**config.mk**
```make
export PLATFORM = sky130hd
export DESIGN_NAME = fifo36k_sync_ctrl
export DESIGN_NICKNAME = d
export VERILOG_FILES = /design/src/rtl/fifo36k_pkg.sv /design/src/rtl/fifo36k_flag_gen.sv /design/src/rtl/fifo36k_sync_ctrl.sv
export SDC_FILE = /design/constraint.sdc
export NUM_CORES = 1
export LEC_CHECK = 0
export CAP_MARGIN = 10
export CELL_PAD_IN_SITES_DETAIL_PLACEMENT = 1
export CELL_PAD_IN_SITES_GLOBAL_PLACEMENT = 1
export CORE_MARGIN = 3
export CORE_UTILIZATION = 50
export DETAILED_ROUTE_END_ITERATION = 8
export DONT_BUFFER_PORTS = 1
export MAX_ROUTING_LAYER = met4
export PLACE_DENSITY_LB_ADDON = 0.1
export SETUP_SLACK_MARGIN = 0.5
export SLEW_MARGIN = 5
export SYNTH_ARGS = -nofsm -noshare
export SYNTH_HDL_FRONTEND = slang
export SYNTH_SLANG_ARGS = --single-unit
export TNS_END_PERCENT = 50
```
**constraint.sdc**
```tcl
create_clock -name CLK -period 4.54 [get_ports CLK]
set_input_delay 0.908 -clock CLK [delete_from_list [all_inputs] [get_ports CLK]]
set_output_delay 0.908 -clock CLK [all_outputs]
set_load 0.02 [all_outputs]
```
**src/rtl/fifo36k_pkg.sv**
```systemverilog
// -----------------------------------------------------------------------------
// fifo36k_pkg
// Shared definitions for the synchronous FIFO36K controller:
//   - controller state encoding (RST, INIT, RUN)
//   - number of INIT cycles between reset release and normal operation
//   - default geometry and programmable-flag thresholds
//   - helpers mapping BRAM data width to the matching address width
// -----------------------------------------------------------------------------
package fifo36k_pkg;

    typedef enum logic [1:0] {
        RST  = 2'd0,
        INIT = 2'd1,
        RUN  = 2'd2
    } state_e;

    // Cycles spent in INIT before the FIFO starts accepting requests.
    localparam int INIT_CYCLES = 2;

    // 1024 x 36 is the native FIFO36K geometry.
    localparam int DEF_ADDR_WIDTH        = 10;
    localparam int DEF_PROG_EMPTY_THRESH = 4;
    localparam int DEF_PROG_FULL_THRESH  = 1018;

    // Address width that a 36Kb array offers for a given data width.
    // Returns 0 for widths the primitive does not support.
    function automatic int addr_width_for_data(input int data_width);
        int aw;
        case (data_width)
            72:      aw = 9;
            36:      aw = 10;
            18:      aw = 11;
            9:       aw = 12;
            4:       aw = 13;
            2:       aw = 14;
            1:       aw = 15;
            default: aw = 0;
        endcase
        return aw;
    endfunction

    // True when the address width matches one of the supported aspect ratios.
    function automatic bit addr_width_legal(input int aw);
        return (aw >= 9) && (aw <= 15);
    endfunction

endpackage

```
**src/rtl/fifo36k_flag_gen.sv**
```systemverilog
// -----------------------------------------------------------------------------
// fifo36k_flag_gen
// Purely combinational status-flag decode from the next-cycle occupancy.
// The caller registers the results, so the flags describe the occupancy
// that will hold after the coming clock edge.
//
// Ports:
//   i_count_next         occupancy after the coming edge, 0..DEPTH
//   i_prog_empty_thresh  o_prog_empty while count <= this value
//   i_prog_full_thresh   o_prog_full while count >= this value
//   o_empty              count == 0
//   o_full               count == DEPTH
//   o_almost_empty       count <= 1
//   o_almost_full        count >= DEPTH-1
//   o_prog_empty         count <= i_prog_empty_thresh
//   o_prog_full          count >= i_prog_full_thresh
// -----------------------------------------------------------------------------
module fifo36k_flag_gen
    import fifo36k_pkg::*;
#(
    parameter int ADDR_WIDTH = DEF_ADDR_WIDTH
)(
    input  logic [ADDR_WIDTH:0] i_count_next,
    input  logic [ADDR_WIDTH:0] i_prog_empty_thresh,
    input  logic [ADDR_WIDTH:0] i_prog_full_thresh,
    output logic                o_empty,
    output logic                o_full,
    output logic                o_almost_empty,
    output logic                o_almost_full,
    output logic                o_prog_empty,
    output logic                o_prog_full
);

    // DEPTH, DEPTH-1 and 1 expressed in the occupancy width.
    localparam logic [ADDR_WIDTH:0] C_DEPTH    = {1'b1, {ADDR_WIDTH{1'b0}}};
    localparam logic [ADDR_WIDTH:0] C_DEPTH_M1 = {1'b0, {ADDR_WIDTH{1'b1}}};
    localparam logic [ADDR_WIDTH:0] C_ONE      = {{ADDR_WIDTH{1'b0}}, 1'b1};

    assign o_empty        = (i_count_next == '0);
    assign o_full         = (i_count_next == C_DEPTH);
    assign o_almost_empty = (i_count_next <= C_ONE);
    assign o_almost_full  = (i_count_next >= C_DEPTH_M1);
    assign o_prog_empty   = (i_count_next <= i_prog_empty_thresh);
    assign o_prog_full    = (i_count_next >= i_prog_full_thresh);

endmodule

```
**src/rtl/fifo36k_sync_ctrl.sv**
```systemverilog
// -----------------------------------------------------------------------------
// fifo36k_sync_ctrl
// Pointer, flag and sequencing controller for a FIFO36K block RAM used with
// a single clock. Tracks occupancy, accepts or rejects requests, drives the
// BRAM write/read ports and produces the full flag set.
//
// Ports:
//   CLK         single clock, rising edge
//   RESET       synchronous reset, active-low
//   WR_EN       write request
//   RD_EN       read request
//   RAM_WE      accepted write this cycle (combinational)
//   RAM_WADDR   write pointer
//   RAM_RE      accepted read this cycle (combinational)
//   RAM_RADDR   read pointer
//   RD_VALID    BRAM read data valid, one cycle after RAM_RE
//   WORD_COUNT  occupancy, 0..DEPTH
//   EMPTY, FULL, ALMOST_EMPTY, ALMOST_FULL, PROG_EMPTY, PROG_FULL
//               registered status flags
//   OVERFLOW    one-cycle pulse after a write request while FULL (RUN only)
//   UNDERFLOW   one-cycle pulse after a read request while EMPTY (RUN only)
// -----------------------------------------------------------------------------
module fifo36k_sync_ctrl
    import fifo36k_pkg::*;
#(
    parameter int ADDR_WIDTH        = DEF_ADDR_WIDTH,
    parameter int PROG_EMPTY_THRESH = DEF_PROG_EMPTY_THRESH,
    parameter int PROG_FULL_THRESH  = DEF_PROG_FULL_THRESH
)(
    input  logic                  CLK,
    input  logic                  RESET,
    input  logic                  WR_EN,
    input  logic                  RD_EN,
    output logic                  RAM_WE,
    output logic [ADDR_WIDTH-1:0] RAM_WADDR,
    output logic                  RAM_RE,
    output logic [ADDR_WIDTH-1:0] RAM_RADDR,
    output logic                  RD_VALID,
    output logic [ADDR_WIDTH:0]   WORD_COUNT,
    output logic                  EMPTY,
    output logic                  FULL,
    output logic                  ALMOST_EMPTY,
    output logic                  ALMOST_FULL,
    output logic                  PROG_EMPTY,
    output logic                  PROG_FULL,
    output logic                  OVERFLOW,
    output logic                  UNDERFLOW
);

    localparam int DEPTH = 1 << ADDR_WIDTH;

    typedef logic [ADDR_WIDTH-1:0] addr_t;
    typedef logic [ADDR_WIDTH:0]   cnt_t;

    localparam int INIT_CNT_W = $clog2(INIT_CYCLES + 1);
    typedef logic [INIT_CNT_W-1:0] init_cnt_t;

    localparam addr_t     ADDR_ONE      = addr_t'(1);
    localparam init_cnt_t INIT_CNT_ONE  = init_cnt_t'(1);
    localparam init_cnt_t INIT_CNT_LAST = init_cnt_t'(INIT_CYCLES - 1);
    localparam cnt_t      C_PE_THRESH   = cnt_t'(PROG_EMPTY_THRESH);
    localparam cnt_t      C_PF_THRESH   = cnt_t'(PROG_FULL_THRESH);

    // Reject illegal configurations while elaborating.
    generate
        if (!addr_width_legal(ADDR_WIDTH)) begin : g_bad_addr_width
            $error("fifo36k_sync_ctrl: ADDR_WIDTH must be 9..15");
        end
        if ((PROG_EMPTY_THRESH < 1) || (PROG_EMPTY_THRESH > DEPTH - 2)) begin : g_bad_pe_thresh
            $error("fifo36k_sync_ctrl: PROG_EMPTY_THRESH must be 1..DEPTH-2");
        end
        if ((PROG_FULL_THRESH < 2) || (PROG_FULL_THRESH > DEPTH - 1)) begin : g_bad_pf_thresh
            $error("fifo36k_sync_ctrl: PROG_FULL_THRESH must be 2..DEPTH-1");
        end
        if (PROG_EMPTY_THRESH >= PROG_FULL_THRESH) begin : g_bad_thresh_order
            $error("fifo36k_sync_ctrl: PROG_EMPTY_THRESH must be below PROG_FULL_THRESH");
        end
    endgenerate

    // Sequencing state
    state_e    r_state;
    state_e    w_state_next;
    init_cnt_t r_init_cnt;

    // Pointers, occupancy and registered outputs
    addr_t r_wptr;
    addr_t r_rptr;
    cnt_t  r_count;
    cnt_t  w_count_next;
    logic  r_rd_valid_p1;
    logic  r_overflow;
    logic  r_underflow;
    logic  r_empty;
    logic  r_full;
    logic  r_almost_empty;
    logic  r_almost_full;
    logic  r_prog_empty;
    logic  r_prog_full;

    // Request qualification
    logic w_run;
    logic w_wr_ok;
    logic w_rd_ok;

    // Flag decode of the next occupancy
    logic w_empty_c;
    logic w_full_c;
    logic w_almost_empty_c;
    logic w_almost_full_c;
    logic w_prog_empty_c;
    logic w_prog_full_c;

    // -------------------------------------------------------------------------
    // FSM state register. RESET low from any state returns to RST.
    // -------------------------------------------------------------------------
    always_ff @(posedge CLK) begin
        if (!RESET) begin
            r_state    <= RST;
            r_init_cnt <= '0;
        end else begin
            r_state <= w_state_next;
            if (r_state == INIT) begin
                r_init_cnt <= r_init_cnt + INIT_CNT_ONE;
            end else begin
                r_init_cnt <= '0;
            end
        end
    end

    // Next state and request qualification. Requests are only honoured in
    // RUN; against the registered flags, so FULL/EMPTY gate acceptance.
    always_comb begin
        w_state_next = r_state;
        w_run        = 1'b0;
        w_wr_ok      = 1'b0;
        w_rd_ok      = 1'b0;
        case (r_state)
            RST: begin
                w_state_next = INIT;
            end
            INIT: begin
                if (r_init_cnt == INIT_CNT_LAST) begin
                    w_state_next = RUN;
                end
            end
            RUN: begin
                w_run   = 1'b1;
                w_wr_ok = WR_EN & ~r_full;
                w_rd_ok = RD_EN & ~r_empty;
            end
            default: begin
                w_state_next = RST;
            end
        endcase
    end

    // Occupancy can never leave 0..DEPTH because wr_ok/rd_ok are gated by
    // FULL/EMPTY, so the unsigned add/subtract needs no saturation.
    assign w_count_next = r_count + cnt_t'(w_wr_ok) - cnt_t'(w_rd_ok);

    fifo36k_flag_gen #(
        .ADDR_WIDTH (ADDR_WIDTH)
    ) u_flag_gen (
        .i_count_next        (w_count_next),
        .i_prog_empty_thresh (C_PE_THRESH),
        .i_prog_full_thresh  (C_PF_THRESH),
        .o_empty             (w_empty_c),
        .o_full              (w_full_c),
        .o_almost_empty      (w_almost_empty_c),
        .o_almost_full       (w_almost_full_c),
        .o_prog_empty        (w_prog_empty_c),
        .o_prog_full         (w_prog_full_c)
    );

    // -------------------------------------------------------------------------
    // Stage p0 -> p1: pointers, occupancy, flags, error pulses and the
    // read-data-valid strobe all register on the same edge.
    // -------------------------------------------------------------------------
    always_ff @(posedge CLK) begin
        if (!RESET) begin
            r_wptr         <= '0;
            r_rptr         <= '0;
            r_count        <= '0;
            r_rd_valid_p1  <= 1'b0;
            r_overflow     <= 1'b0;
            r_underflow    <= 1'b0;
            r_empty        <= 1'b1;
            r_full         <= 1'b1;
            r_almost_empty <= 1'b1;
            r_almost_full  <= 1'b0;
            r_prog_empty   <= 1'b1;
            r_prog_full    <= 1'b0;
        end else begin
            // Pointers wrap naturally at DEPTH via ADDR_WIDTH truncation.
            if (w_wr_ok) begin
                r_wptr <= r_wptr + ADDR_ONE;
            end
            if (w_rd_ok) begin
                r_rptr <= r_rptr + ADDR_ONE;
            end
            r_count        <= w_count_next;
            r_rd_valid_p1  <= w_rd_ok;
            // Rejections outside RUN are silent.
            r_overflow     <= w_run & WR_EN & r_full;
            r_underflow    <= w_run & RD_EN & r_empty;
            r_empty        <= w_empty_c;
            // FULL is held high until the edge that enters RUN so nothing
            // can be written while the controller is still initialising.
            r_full         <= (w_state_next == RUN) ? w_full_c : 1'b1;
            r_almost_empty <= w_almost_empty_c;
            r_almost_full  <= w_almost_full_c;
            r_prog_empty   <= w_prog_empty_c;
            r_prog_full    <= w_prog_full_c;
        end
    end

    assign RAM_WE       = w_wr_ok;
    assign RAM_WADDR    = r_wptr;
    assign RAM_RE       = w_rd_ok;
    assign RAM_RADDR    = r_rptr;
    assign RD_VALID     = r_rd_valid_p1;
    assign WORD_COUNT   = r_count;
    assign EMPTY        = r_empty;
    assign FULL         = r_full;
    assign ALMOST_EMPTY = r_almost_empty;
    assign ALMOST_FULL  = r_almost_full;
    assign PROG_EMPTY   = r_prog_empty;
    assign PROG_FULL    = r_prog_full;
    assign OVERFLOW     = r_overflow;
    assign UNDERFLOW    = r_underflow;

endmodule
```
* Word-level counts from Yosys, hierarchy flattened *
Cells that the tools add are included.
Widths: inputs -> output; s select.

cells by class
  add/sub/neg operators = 5
  $lt $le $gt $ge = 4
  equal/unequal tests = 5
  muxes and demuxes = 5
  bitwise operators = 8
  reduce and logical (&&, ||, !) cells = 4

operators with widths
  operator               number
  $ge 11x10->1 const B   2
  $add 10x1->10 const B  2
  $add 11x1->11          1
  $eq 11x11->1 const B   1
  $le 11x1->1 const B    1
  $le 11x3->1 const B    1
  $logic_not 11->1       1
  $sub 11x1->11          1
  $and 1x1->1            6
  $pmux 2 s3             1
  $eq 2x1->1 const B     2
  $eq 2x2->1 const B     2
  $reduce_and 2->1       2
  $mux 1                 3
  $add 2x1->2 const B    1
  $logic_not 2->1        1
  $mux 2                 1
  $not 1->1              2

word-level totals
  register bits = 44
  output and inout port bits = 42
  word-level logic and storage cells = 45

* Logic depth before layout (Yosys ltp) *
Gate-level depths: netlist of run 1.

  word-level depth = 6
  mapped depth = 13
  depth with buffers taken out = 12

* Cells and area by module *
Synthesis of run 1 repeated with hierarchy kept, for this count alone.

second synthesis, totals
  cell total of the unflattened synthesis = 303
  area total of the unflattened synthesis = 2716.4 µm²

by module, submodules not included
  module             times used  cells an instance  area each (µm²)  sequential area each (µm²)
  fifo36k_sync_ctrl  1           219                2114.5           880.8
  fifo36k_flag_gen   1           84                 601.8            0.0

* Worst setup path after synthesis of run 1 *
Ideal clock, no wire load.

  path type = input port to flip-flop
  from = in RD_EN
  to = reg r_almost_empty, in the netlist ALMOST_EMPTY
  library setup time = 0.101 ns
  arrival = 3.249 ns
  slack = 1.190 ns
  stages = 12
  path through = and3b_1 buf_2 ha_1 inv_1 ha_1 fa_1 a21oi_1 o211a_1 o21ai_0 xnor2_1 nand2_1 o41ai_1

on the way
  word-level cells in the longest chain between the ends = 4

RTL lines
  item                    line                      text
  start: declaration      fifo36k_sync_ctrl.sv:33   input logic RD_EN,
  $and 1x1->1             fifo36k_sync_ctrl.sv:149  w_rd_ok = RD_EN & ~r_empty;
  $mux 1                  fifo36k_sync_ctrl.sv:137  case (r_state)
  named net RAM_RE        fifo36k_sync_ctrl.sv:36   output logic RAM_RE,
  $sub 11x1->11           fifo36k_sync_ctrl.sv:159  assign w_count_next = r_count + cnt_t'(w_wr_ok) - cnt_t'(w_rd_ok);
  $le 11x1->1             fifo36k_flag_gen.sv:41    assign o_almost_empty = (i_count_next <= C_ONE);
  end signal: assignment  fifo36k_sync_ctrl.sv:210  r_almost_empty <= w_almost_empty_c;
  end: declaration        fifo36k_sync_ctrl.sv:95   logic r_almost_empty;

The timed path passes the listed nets, and every way through them passes these cells.
A chain may end at the register's enable or synchronous reset.

* Worst setup path after layout of run 1 *
  from = in RD_EN
  to = reg r_prog_empty, in the netlist PROG_EMPTY

on the way
  word-level cells in the longest chain between the ends = 4

RTL lines
  item                    line                      text
  $and 1x1->1             fifo36k_sync_ctrl.sv:149
  $mux 1                  fifo36k_sync_ctrl.sv:137
  $sub 11x1->11           fifo36k_sync_ctrl.sv:159
  $le 11x3->1             fifo36k_flag_gen.sv:43    assign o_prog_empty = (i_count_next <= i_prog_empty_thresh);
  end signal: assignment  fifo36k_sync_ctrl.sv:212  r_prog_empty <= w_prog_empty_c;
  end: declaration        fifo36k_sync_ctrl.sv:97   logic r_prog_empty;

No other way between the ends.

==> reports/results.tsv, run 1 <==
metric	value	unit
diodes	0	
cp_max_fo	4	
min_period_over_period	70.1	%
grt_pass1_wl	7.98	mm
p_leak	0.956	nW
grt_setup_unrepaired	no	
drt_wl_total	4.75	mm
placed_cells	277	
fin_area	2260	µm²
ctsLongestPathBuffers	2	
synth_edf_count	0	
multiInputGateArea	1170	µm²
grt.overflow.total	0	
stdcell_count	284	
power	1.43	mW
worstMarginPinSlew	0.739	ns
min_period	3.18	ns
dp_hpwl	3.57	mm
worst_setup_path_start_kind	input port	
first_pass_iters	5	
final_max_slew_viol_count	0	
layout_commonest_cell	dfxtp_1	
reg2regPathDepth	12	
rows	23	
drt-met1-wl	2.11	mm
hold_violations	0	
postCtsHoldBufs	0	
cts_max_level	2	
seq_area_frac_synth	41.0	%
core_area	4060	µm²
min_path_cells	1	
met2_length	2.23	mm
nets	253	
place_area	2180	µm²
synthesis.area	2150	µm²
route.met3.wl	304	µm
ant_nets	0	
max_freq	314	MHz
final_cell_mix	dfxtp_1 (44), nor2_1 (29), xor2_1 (16)	
area_growth	5.36	%
cap_viol_max_count	0	
top_layer_used	met4	
regArea	881	µm²
initial_core_util	52.9	%
critPathKind	input port to flop	
fp.dieArea	5120	µm²
ys_ff_latch	44	
status	complete, no violations	
wl_per_cell	16.7	µm
final_core_util	55.8	%
powerDensity	630	nW/µm²
async_flop_share	0	%
max_slew_margin	50.4	%
die_h	71.5	µm
tritoncts	done	
grt_antenna_before_repair	0	
tns	0	ns
drt-initial-drc-count	52	
die_w	71.5	µm
clk_latency	0.30	ns
path_clk_slew	0.07	ns
cts_setup_buffers	0	
grt_max_degree	27	
worstPathRequired	4.73	ns
synth_cells	234	
synth_nets	253	
ios	46	
fin_worst_skew	0.00783	ns
vias	1655	
synth_area_per_cell	9.18	µm²
setup_violations	0	
clock-sinks	44	
track_usage	20.5	%
cp.arrival	3.38	ns
vias_per_cell	5.83	
peakVddDrop	258	µV
cts_root_buf	clkbuf_8	
place_congestion	0.813	
endpoint_kind	flop	
drive_above_1_share	6.41	%
synthDistinctLibCells	46	
drc	0	
synth.yosys.warnings	0	
cts_resized	0	
min_path_type	flop to flop	
fillers	470	
portBuffers	0	
cts_buffers	5	
synth_top_flop_cell	dfxtp_1	
grt_pass1_vias	1674	
## cells in the mapped netlist (all sizes together) (2+ instances only)
library cell	number	area share [%]
dfxtp	44	41
nor2	29	5.1
xor2	16	6.5
inv	15	2.6
ha	14	8.2
nand2	12	2.1
nand3	12	2.8
and3	9	2.7
a21oi	8	2.0
xnor2	8	3.3
and2	7	2.0
clkbuf	6	1.0
o21ai	6	1.4
and4	5	2.2
nand4	4	1.2
a21o	3	1.0
nor3	3	0.70
o41ai	3	1.6
a211oi	2	0.70
and3b	2	0.82
buf	2	0.47
mux2i	2	0.93
nand3b	2	0.70
o2111ai	2	0.82
o211a	2	0.93
o21bai	2	0.87
or3	2	0.82
## per-stage QoR
stage / hold slack [ns] / worst slack (ns)
2_1_floorplan: 0.398 / 1.19
3_3_place_gp: 0.406 / 1.22
3_5_place_dp: 0.427 / 1.09
4_1_cts: 0.439 / 1.37
5_1_grt: 0.462 / 1.15
6_report: 0.434 / 1.36
## registers in the layout (all words and copies together), names as in the netlist
name          count
OVERFLOW          1
WORD_COUNT       11
UNDERFLOW         1
r_init_cnt        2
RAM_WADDR        10
EMPTY             1
ALMOST_FULL       1
RD_VALID          1
PROG_FULL         1
r_state           2
RAM_RADDR        10
FULL              1
ALMOST_EMPTY      1
PROG_EMPTY        1
## power breakdown
group	internal [mW]	switching, mW	total (mW)
clock	0.105	0.130	0.235
sequential	0.432	0.0839	0.516
combinational	0.253	0.421	0.674
## layout make-up
| type | count | share of cell area (%) |
|---|---|---|
| Timing Repair Buffer | 1 | 0.332 |
| Clock inverter | 1 | 0.221 |
| Tap cell | 50 | 2.77 |
| Multi-Input combinational cell | 166 | 51.9 |
| Sequential cell | 44 | 38.9 |
| Clock buffer | 6 | 3.21 |
| Inverter | 16 | 2.65 |
## routing by layer
metal | global-route usage, % | vias to the layer above
met5 | - | -
met4 | 7.93 | 0
met3 | 6.59 | 8
met2 | 32.6 | 42
met1 | 24.0 | 797
li1 | - | 808
## path summary, 6_finish.rpt
kind                               startpoint       endpoint  slack, ns
worst max-delay path                    RD_EN     PROG_EMPTY       1.36
worst min-delay path            r_init_cnt[0]  r_init_cnt[0]       0.43
worst max register to register     r_state[1]     PROG_EMPTY       1.39
worst min register to register  r_init_cnt[0]  r_init_cnt[0]       0.43
## worst max-delay path, cell delays in order
cell and delay [ns]:
and3b_1 0.16, ha_1 0.29, inv_1 0.04, ha_1 0.20, fa_1 0.43, a21oi_1 0.17, o211a_1 0.23, o21ai_0 0.11
xnor2_1 0.32, nand2_1 0.18, o41ai_1 0.34
## cells by family after synthesis
family / share of synthesized area [%]
flip-flops: 41.0
buffers and inverters: 4.31
multiplexers: 0.932
AND/OR/NAND/NOR: 22.7
XOR/XNOR: 9.79
AO/OA/AOI/OAI: 12.2
adder cells (fa/ha/maj): 9.09
No activity file was read; power rests on OpenSTA's default activity.
==> run 2: changes to the inputs <==
--- a/config.mk
+++ b/config.mk
@@ -9,7 +9,7 @@
 export CELL_PAD_IN_SITES_DETAIL_PLACEMENT = 1
 export CELL_PAD_IN_SITES_GLOBAL_PLACEMENT = 1
 export CORE_MARGIN = 3
-export CORE_UTILIZATION = 50
+export CORE_UTILIZATION = 47
 export DETAILED_ROUTE_END_ITERATION = 8
 export DONT_BUFFER_PORTS = 1
 export MAX_ROUTING_LAYER = met4
==> constraint.sdc (replaced) <==
create_clock -name CLK -period 3.3 [get_ports CLK]
set_input_delay 0.66 -clock CLK [delete_from_list [all_inputs] [get_ports CLK]]
set_output_delay 0.66 -clock CLK [all_outputs]
set_load 0.02 [all_outputs]
==> reports/results.tsv, run 2 (synthesized netlist as in run 1, its figures left out) <==
metric	value	unit
reg2regPathDepth	11	
vias_per_cell	5.92	
drt_wl_total	5.72	mm
stdcell_count	295	
preCtsSetupSlack	0.185	ns
clock-sinks	44	
r2r_slack	0.44	ns
drc	0	
worst_setup_path_start_kind	flop	
met1_usage	24.1	%
final_max_slew_viol_count	0	
hold_violations	0	
min_to	EMPTY	
portBuffers	0	
vias	1747	
layout_commonest_cell	dfxtp_1	
min_path_type	input port to flop	
core_area	4200	µm²
endpoint_kind	flop	
peakVddDrop	566	µV
setup_violations	0	
min_period_over_period	86.8	%
grt_antenna_before_repair	0	
grt_pass1_vias	1866	
fp.dieArea	5420	µm²
cts_buffers	5	
switching_share	45.4	%
dp_hpwl	4.03	mm
grt-busiest-layer	met2	
place_area	2230	µm²
grt_pass1_wl	8.80	mm
critPathKind	flop to flop	
ant_nets	0	
die_w	73.6	µm
wl_per_cell	19.4	µm
fin_worst_skew	0.00501	ns
fin_area	2460	µm²
r2r-start	r_state[1]	
placed_cells	279	
fin_ws	0.436	ns
grt.met3_usage	6.02	%
track_usage	22.0	%
first_pass_iters	4	
min_path_cells	1	
grt.overflow.total	0	
grt_setup_unrepaired	yes	
final_core_util	58.7	%
place_congestion	0.811	
cp_max_fo	3	
min_period	2.86	ns
power	2.25	mW
max_slew_margin	70.7	%
powerDensity	913	nW/µm²
largest_reg_flops	11	
cts_max_level	2	
cts_root_buf	clkbuf_8	
p_int	1.23	mW
tns	0	ns
tritoncts	done	
p_comb_share	52.4	%
hp-start	RESET	
worstPathRequired	3.50	ns
grt_use_met2	37.5	%
nets	263	
clk_latency	0.30	ns
rows	23	
drive_above_1_share	18.8	%
cp.arrival	3.06	ns
initial_core_util	51.1	%
pwr-share-clk	16.0	%
diodes	0	
status	complete, no violations	
grt_max_degree	27	
path_clk_slew	0.08	ns
p_seq_share	31.7	%
holdWs	0.418	ns
ctsLongestPathBuffers	2	
area_growth	14.8	%
drt-initial-drc-count	52	
worstMarginPinSlew	0.435	ns
max_freq	349	MHz
die_h	73.6	µm
reg2reg_to	EMPTY	
ios	46	
cap_viol_max_count	0	
fillers	479	
final_cell_mix	dfxtp_1 (41), nor2_1 (29), xor2_1 (16)	
p_leak	1.03	nW
p_switching	1.02	mW
[run 2: layer usage]
metal,part of all wire (%),vias up,routed length (µm)
li1,-,830,-
met1,41,855,2360
met2,51,49,2890
met3,6.0,13,346
met4,2.1,0,118
met5,0,-,0
[run 2: critical path: stages (launching register included)]
cell,delay [ns]
dfxtp_2,0.33
nor2b_4,0.12
and3b_2,0.22
ha_4,0.27
inv_2,0.04
ha_4,0.15
a21o_1,0.20
and4_4,0.16
or3_4,0.39
a2111oi_4,0.45
nand3b_1,0.17
o41ai_2,0.28
[run 2: worst max-delay path by stage]
stage	startpoint	end
global placement	RD_EN	ALMOST_EMPTY
global route	r_state[1]	PROG_EMPTY
floorplan	RD_EN	EMPTY
CTS	r_state[1]	EMPTY
finish	r_state[1]	EMPTY
detailed placement	r_state[1]	PROG_EMPTY
[run 2: timing repair]
item                       in CTS  in global routing
buffers inserted                7                  1
cloned                          0                  0
hold buffers                    0                  0
setup endpoints to repair       7                  6
resized for setup              12                  5
pin swaps                      12                  1
[run 2: final cells by class]
type                    count  area (µm²)  share of cell area [%]
flip-flops and latches     44         887                    36.0
well taps                  50        62.6                    2.54
clock buffers               7        86.3                    3.50
repair buffers             11        82.6                    3.35
multi-input cells         166        1280                    51.9
clock inverters             1        7.51                   0.305
inverters                  16        60.1                    2.44
[run 2: power groups by stage]
stage,Sequential [mW],Clock [mW],Combinational [mW]
floorplan,0.706,0,0.742
global placement,0.725,0,0.879
detailed placement,0.728,0,0.932
CTS,0.717,0.363,1.07
global route,0.721,0.391,1.29
finish,0.713,0.360,1.18
